**src/rtl/sobel_stream.sv**
```systemverilog
// Streaming 3x3 Sobel edge detector over a raster pixel stream.
// Two line buffers plus a 3x3 window feed a 3-stage pipeline:
// S1 window load, S2 Gx/Gy, S3 |Gx|+|Gy| with per-frame mode select.
module sobel_stream #(
    parameter int DATA_W = 8,
    parameter int IMG_W  = 100,
    parameter int IMG_H  = 100,
    parameter int THRESH = 128
) (
    input  logic              sys_clk,
    input  logic              sys_rst,
    input  logic              pi_flag,
    input  logic [DATA_W-1:0] pi_data,
    input  logic              mode,
    output logic              po_flag,
    output logic [DATA_W-1:0] po_data,
    output logic              frame_done
);
    localparam int CW     = $clog2(IMG_W);
    localparam int RW     = $clog2(IMG_H);
    localparam int GW     = DATA_W + 3;
    localparam int STAGES = 3;
    localparam logic [CW-1:0] COL_LAST = CW'(IMG_W - 1);
    localparam logic [RW-1:0] ROW_LAST = RW'(IMG_H - 1);

    logic [CW-1:0] col_q, col_d;
    logic [RW-1:0] row_q, row_d;
    logic          mode_q, mode_d;

    logic [STAGES-1:0] vld_pipe_q;   // [0]=window, [1]=Gx/Gy, [2]=output
    logic [STAGES-1:0] fd_pipe_q;
    logic [1:0]        md_pipe_q;    // frame mode travelling with the data

    logic [DATA_W-1:0] lb1_q [IMG_W];  // row-1
    logic [DATA_W-1:0] lb2_q [IMG_W];  // row-2
    logic [DATA_W-1:0] lb1_rd, lb2_rd;

    // window rows: w0 oldest (row-2), w2 newest; index 2 = newest column
    logic [2:0][DATA_W-1:0] w0_q, w1_q, w2_q;

    logic signed [GW-1:0] gx_q, gx_d, gy_q, gy_d;
    logic [GW-1:0]        ax, ay, mag;
    logic [DATA_W-1:0]    res_d, po_data_q;
    logic                 qual, last_px;

    function automatic logic signed [GW-1:0] ext(input logic [DATA_W-1:0] p);
        return signed'({3'b000, p});
    endfunction

    assign lb1_rd  = lb1_q[col_q];
    assign lb2_rd  = lb2_q[col_q];
    assign qual    = pi_flag && (row_q >= RW'(2)) && (col_q >= CW'(2));
    assign last_px = pi_flag && (row_q == ROW_LAST) && (col_q == COL_LAST);

    // raster position and frame-mode latch, advancing only on accepted pixels
    always_comb begin
        col_d  = col_q;
        row_d  = row_q;
        mode_d = mode_q;
        if (pi_flag) begin
            if (col_q == '0 && row_q == '0)
                mode_d = mode;
            if (col_q == COL_LAST) begin
                col_d = '0;
                row_d = (row_q == ROW_LAST) ? '0 : row_q + RW'(1);
            end else begin
                col_d = col_q + CW'(1);
            end
        end
    end

    // line buffers shift one row down per accepted pixel; contents never cleared
    always_ff @(posedge sys_clk) begin
        if (pi_flag) begin
            lb1_q[col_q] <= pi_data;
            lb2_q[col_q] <= lb1_rd;
        end
    end

    // S1: 3x3 window shift on accepted pixels
    always_ff @(posedge sys_clk) begin
        if (pi_flag) begin
            w0_q <= {lb2_rd,  w0_q[2:1]};
            w1_q <= {lb1_rd,  w1_q[2:1]};
            w2_q <= {pi_data, w2_q[2:1]};
        end
    end

    // S2 combinational: gradients, right-minus-left and bottom-minus-top
    always_comb begin
        gx_d = (ext(w0_q[2]) + (ext(w1_q[2]) <<< 1) + ext(w2_q[2]))
             - (ext(w0_q[0]) + (ext(w1_q[0]) <<< 1) + ext(w2_q[0]));
        gy_d = (ext(w2_q[0]) + (ext(w2_q[1]) <<< 1) + ext(w2_q[2]))
             - (ext(w0_q[0]) + (ext(w0_q[1]) <<< 1) + ext(w0_q[2]));
    end

    // S2 register: data moves every cycle, validity is tracked separately
    always_ff @(posedge sys_clk) begin
        gx_q <= gx_d;
        gy_q <= gy_d;
    end

    // S3 combinational: magnitude and saturate/threshold by the frame's mode
    always_comb begin
        ax  = gx_q[GW-1] ? GW'(-gx_q) : GW'(gx_q);
        ay  = gy_q[GW-1] ? GW'(-gy_q) : GW'(gy_q);
        mag = ax + ay;
        if (md_pipe_q[1])
            res_d = (|mag[GW-1:DATA_W]) ? '1 : mag[DATA_W-1:0];
        else
            res_d = (mag >= GW'(THRESH)) ? '1 : '0;
    end

    // control state: counters, mode latch, valid pipeline, output register
    always_ff @(posedge sys_clk) begin
        if (sys_rst) begin
            col_q      <= '0;
            row_q      <= '0;
            mode_q     <= 1'b0;
            vld_pipe_q <= '0;
            fd_pipe_q  <= '0;
            md_pipe_q  <= '0;
            po_data_q  <= '0;
        end else begin
            col_q      <= col_d;
            row_q      <= row_d;
            mode_q     <= mode_d;
            vld_pipe_q <= {vld_pipe_q[STAGES-2:0], qual};
            fd_pipe_q  <= {fd_pipe_q[STAGES-2:0], last_px};
            md_pipe_q  <= {md_pipe_q[0], mode_q};
            if (vld_pipe_q[1])
                po_data_q <= res_d;
        end
    end

    assign po_flag    = vld_pipe_q[STAGES-1];
    assign frame_done = fd_pipe_q[STAGES-1];
    assign po_data    = po_data_q;
endmodule

```
**config.mk**
```make
export PLATFORM = sky130hd
export DESIGN_NAME = sobel_stream
export DESIGN_NICKNAME = d
export VERILOG_FILES = /design/src/rtl/sobel_stream.sv
export SDC_FILE = /design/constraint.sdc
export NUM_CORES = 2
export LEC_CHECK = 0
export CAP_MARGIN = 10
export CORE_UTILIZATION = 42
export DETAILED_ROUTE_END_ITERATION = 8
export GPL_TIMING_DRIVEN = 0
export PLACE_DENSITY = 0.67
export SETUP_SLACK_MARGIN = 0.15
export SLEW_MARGIN = 20
export SYNTH_ARGS = -nofsm -noshare
export SYNTH_HDL_FRONTEND = slang
export SYNTH_SLANG_ARGS = --single-unit
```
**constraint.sdc**
```tcl
create_clock -name sys_clk -period 14.26 [get_ports sys_clk]
set_input_delay 1.426 -clock sys_clk [delete_from_list [all_inputs] [get_ports sys_clk]]
set_output_delay 1.426 -clock sys_clk [all_outputs]
set_load 0.01 [all_outputs]
```
# After elaboration in Yosys (flattened, before gate mapping)
# Memory sizes are Yosys's and may differ from the RTL's. A register that Yosys moved wholly into a read port is not among the register bits.
# Cells that the tools add are included.
[op_classes]
addsub = 15
multipliers = 0
div = 0
order_cmp = 3
eq_ne = 2
shifts = 0
mux = 11
bitwise = 0
reduce_logical = 10
[op_table]
columns = ["cell", "n"]
rows = [
  ["10-bit by 8-bit adder with 11-bit output", 4],
  ["8-bit by 9-bit adder with 10-bit output", 4],
  ["7-bit 2-to-1 mux", 4],
  ["8-bit 2-to-1 mux", 3],
  ["11-bit 2-to-1 mux", 2],
  ["11-bit negator", 2],
  ["11-bit subtractor", 2],
  ["7-bit by 1-bit adder with 7-bit output, second input constant", 2],
  ["7-bit equality test, second input constant", 2],
  ["7-bit by 2-bit greater-or-equal comparator with 1-bit output, second input constant", 2],
  ["7-bit logical NOT", 2],
  ["11-bit adder", 1],
  ["11-bit by 8-bit greater-or-equal comparator with 1-bit output, second input constant", 1],
  ["1-bit logical AND", 5],
  ["2-bit AND reduction", 2],
  ["3-bit OR reduction", 1],
  ["1-bit 2-to-1 mux", 2],
]
[word_totals]
regBits = 117
latchBits = 0
ramBits = 1600
romBits = 0
input_bits = 12
elab_cells = 60
memories = 2
[memory_table]
columns = ["memory", "words", "width", "rd", "rd_clocked_by_memory_dff", "wr", "line", "source"]
rows = [
  ["lb1_q", 100, 8, 1, 1, 1, "34", "logic [DATA_W-1:0] lb1_q [IMG_W];"],
  ["lb2_q", 100, 8, 1, 1, 1, "35", "logic [DATA_W-1:0] lb2_q [IMG_W];"],
]

# Logic depth before layout (Yosys ltp)
[depth]
ltp_word = 6
depth_mapped = 15
depth_no_buf = 15

# Worst setup path after synthesis
# OpenSTA, ideal clock, no wires.
[synth_path]
path_type = "flip-flop to flip-flop"
start = "reg (tool-made name)"
end = "mem lb2_q[0][4] (data pin)"
t_arrival_ns = 5.493
required_time_ns = 13.305
setup_slack_ns = 7.812
stages_incl_launch_ff = 9
path_cell_list = "dfxtp_1 -> buf_2 -> buf_2 -> clkbuf_1 -> mux4_2 -> o21ai_0 -> a31oi_1 -> o21ai_0 -> nor3_1"
[synth_rtl]
columns = ["element", "line"]
rows = [
  ["end, declared", "35"],
]

# Final worst setup path
[layout_path]
start = "reg col_q[2]"
end = "mem lb1_q[38][2] (enable)"
[layout_rtl]
columns = ["element", "line", "source"]
rows = [
  ["start, declared", "26", "logic [CW-1:0] col_q, col_d;"],
  ["start signal, assigned", "125", "col_q <= col_d;"],
  ["end, declared", "34", ""],
]
# Straight into the memory's write port.

==> impl_metrics.csv <==
group,metric,value,unit
run_status,status,"complete, no violations",
power,peakVddDrop,0.000194,V
power,seqPwrFrac,47.5,%
critical_path,arrival,5.87,ns
global_route,grt-busiest-layer,"met2",
critical_path,worstPathMaxFanout,11,
routing,ant_nets,0,
power,netSwitchingFraction,26.3,%
synthesis,synth-seq-area-share,74.8,%
global_route,grt_util_all_layers,26.8,%
min_path,hold_path_class,"flip-flop to flip-flop",
critical_path,required,14.75,ns
placement,place_inst,5897,
global_route,met3_usage,9.59,%
critical_path,start_kind,"flip-flop",
power,finalPower,12200,uW
power,p_clk_share,36.9,%
power,power_density,150,nW/um^2
sta,fmax,186,MHz
placement,dp_hpwl,150,mm
synthesis,synth_top_area_share,73.0,%
sta,slew_headroom,9.96,%
synthesis,synthesis.nets,3667,
synthesis,async_reset_ff_share,0,%
clock_network,max-clock-path-buffers,3,
global_route,grt_pass1_wl,300,mm
synthesis,yosys-top-cells-area,"edfxtp_1 (73%), mux4_2 (10%), fa_1 (1.8%)",
clock_network,cts_hold_buffers,0,
routing,remaining_drc_errors,0,
synthesis,syn_inst,3550,
global_route,grt_pass1_vias,37400,
synthesis,avgSynthCellArea,19.4,um^2
die,die_area,165000,um^2
placement,io_buffers,21,
routing,via_per_inst,6.29,
synthesis,synth_edf_count,1672,
sta,setup_viol,0,
global_route,antenna_found_initial,16,
critical_path,path_class,"flip-flop to flip-flop",
synthesis,yosysWarnings,0,
routing,post_drt_wl_per_cell,35.5,um
min_path,holdPathStages,0,
synthesis,yosys_most_used_dff,"edfxtp_1",
critical_path,r2r_cells,9,
die,start_util,42.3,%
die,rows,148,
power,internal-power,8990,uW
final_layout,syn_to_final_growth,17.9,%
clock_network,cts_inserted_buffers,174,
clock_network,clock_latency,0.86,ns
global_route,grt_use_met1,35.7,%
synthesis,ys_types,73,
sta,rsz0062_at_grt,"no",
power,combPwrFrac,15.7,%
routing,via_count,39200,
clock_network,cts_tree,"done",
routing,routed_wl,221,mm
placement,gp_congestion,0.996,
job,maxCapViolations,0,
power,p_switching,3210,uW
die,coreArea,163000,um^2
power,p_leak,0.0258,uW
clock_network,cts-root-buf,"clkbuf_16",
routing,dr.pass1.iters,9,
sta,final_hold_viol_count,0,
clock_network,post_cts_buffers,0,
synthesis,synth_area,68800,um^2
clock_network,h-tree-depth,4,
sta,drv_slew,0,
clock_network,clk_pin_slew,0.06,ns
final_layout,layout.nets,4015,
sta,setup_ws,8.88,ns
sta,final.min_clock_period,5.38,ns
global_route,grt_max_degree,99,
placement,pre_cts_slack,8.79,ns
sta,worst_slew_pin_slew,1.35,ns
die,die_w,407,um
sta,finalSetupTns,0,ns
final_layout,layout-drive-gt1-share,25.2,%
clock_network,numClockSinks,1732,
clock_network,postCtsResizedCells,0,
critical_path,end_kind,"flip-flop",
synthesis,ys_seq_elements,1732,
global_route,gr-total-overflow,0,
sta,timing.final.crit_share,37.7,%
routing,drt-initial-drc-count,6992,
synthesis,synth_largest_area_cell,"edfxtp_1",
sta,skew,0.0789,ns
global_route,grtUsageMet2,38.4,%
final_layout,fin_cells,6227,
die,die_h,407,um
die,pin_count,22,
-- flip-flops by register name, indices dropped and copies added (netlist names), named ones only --
register / count
w0_q: 24
lb1_q: 800
vld_pipe_q: 3
col_q: 7
w2_q: 24
fd_pipe_q: 3
gx_q: 11
lb2_q: 800
po_data: 8
mode_q: 1
w1_q: 24
md_pipe_q: 2
gy_q: 11
row_q: 7
-- Yosys cell counts, drive strengths merged, types with 19 or more instances --
cell type,count
xnor2,36
mux4,306
a21oi,70
o21ai,62
nand2,130
o22ai,49
a221oi,78
dfxtp,60
fa,63
edfxtp,1672
nor2,172
ha,42
nor3,23
buf,121
a22o,19
clkbuf,74
inv,124
nor2b,22
nand3,31
mux2,62
mux2i,91
a22oi,53
-- worst max-delay path, cell delays in order (launching register included) --
cell and delay (ns):
dfxtp_1 0.37, buf_2 0.27, buf_4 0.38, buf_2 0.55
clkbuf_1 1.05, buf_2 0.57, nand3_1 0.34, clkbuf_2 0.58
nor2_2 0.60, buf_6 0.27
-- power by group through the flow --
stage	logic [uW]	clock network, uW	registers [uW]
CTS	1890	4510	5790
detailed placement	1890	0	5900
finish	1910	4490	5790
global route	2070	4700	5790
global placement	1780	0	5960
floorplan	1240	0	5900
-- metal layers --
metal,vias to the layer above,wire length (um)
li1,15100,-
met1,20100,81800
met2,3126,94200
met3,776,30300
met4,16,14500
met5,-,187
-- kinds of logic (layout without fill, tap and decap cells) --
logic type | count (synthesis) | after routing | synth area share (%)
other | 0 | 11 | 0
DFF | 1732 | 1732 | 74.8
AOI/OAI and AO/OA | 455 | 455 | 4.73
buffers and inverters | 319 | 810 | 2.10
xor gates and xnor gates | 50 | 50 | 0.637
adders and majority gates | 105 | 105 | 2.60
and+or+nand+nor | 430 | 430 | 2.80
muxes | 459 | 459 | 12.4
-- final timing paths --
kind | startpoint | to | slack, ns
min reg2reg | w1_q[12] | w1_q[4] | 0.41
max | col_q[2] | lb1_q[38][2] | 8.88
min | w1_q[12] | w1_q[4] | 0.41
max reg2reg | col_q[2] | lb1_q[38][2] | 8.88
-- through the flow --
stage	util [%]	instance area (um^2)	hold WS, ns
2_1_floorplan	-	68800	0.400
3_3_place_gp	44.1	71700	0.403
3_5_place_dp	46.4	75400	0.405
4_1_cts	49.8	81000	0.409
5_1_grt	49.9	81100	0.414
6_report	49.9	81100	0.412
-- final cells by class --
type                            count  area (um^2)
Sequential cell                  1732        51400
Buffer                            195         1010
Multi-Input combinational cell   1499        16700
Inverter                          124          465
Fill cell                       13000        81500
Clock inverter                     87          925
Tap cell                         2175         2720
Timing Repair Buffer              172         3160
Antenna cell                       11         27.5
Clock buffer                      232         4660
-- cell usage in the layout, fill, tap and decap left out, types with 71 or more instances in the layout --
cell type / netlist / routed
buf_2: 67 / 73
clkbuf_1: 74 / 106
mux2i_1: 91 / 91
buf_16: 0 / 75
edfxtp_1: 1672 / 1672
a221oi_1: 78 / 78
nor2_1: 169 / 72
nor2_4: 0 / 93
nand2_1: 130 / 130
mux4_2: 306 / 306
inv_1: 124 / 124
clkbuf_16: 0 / 175
buf_4: 27 / 71
(Power assumes the default switching activity.)
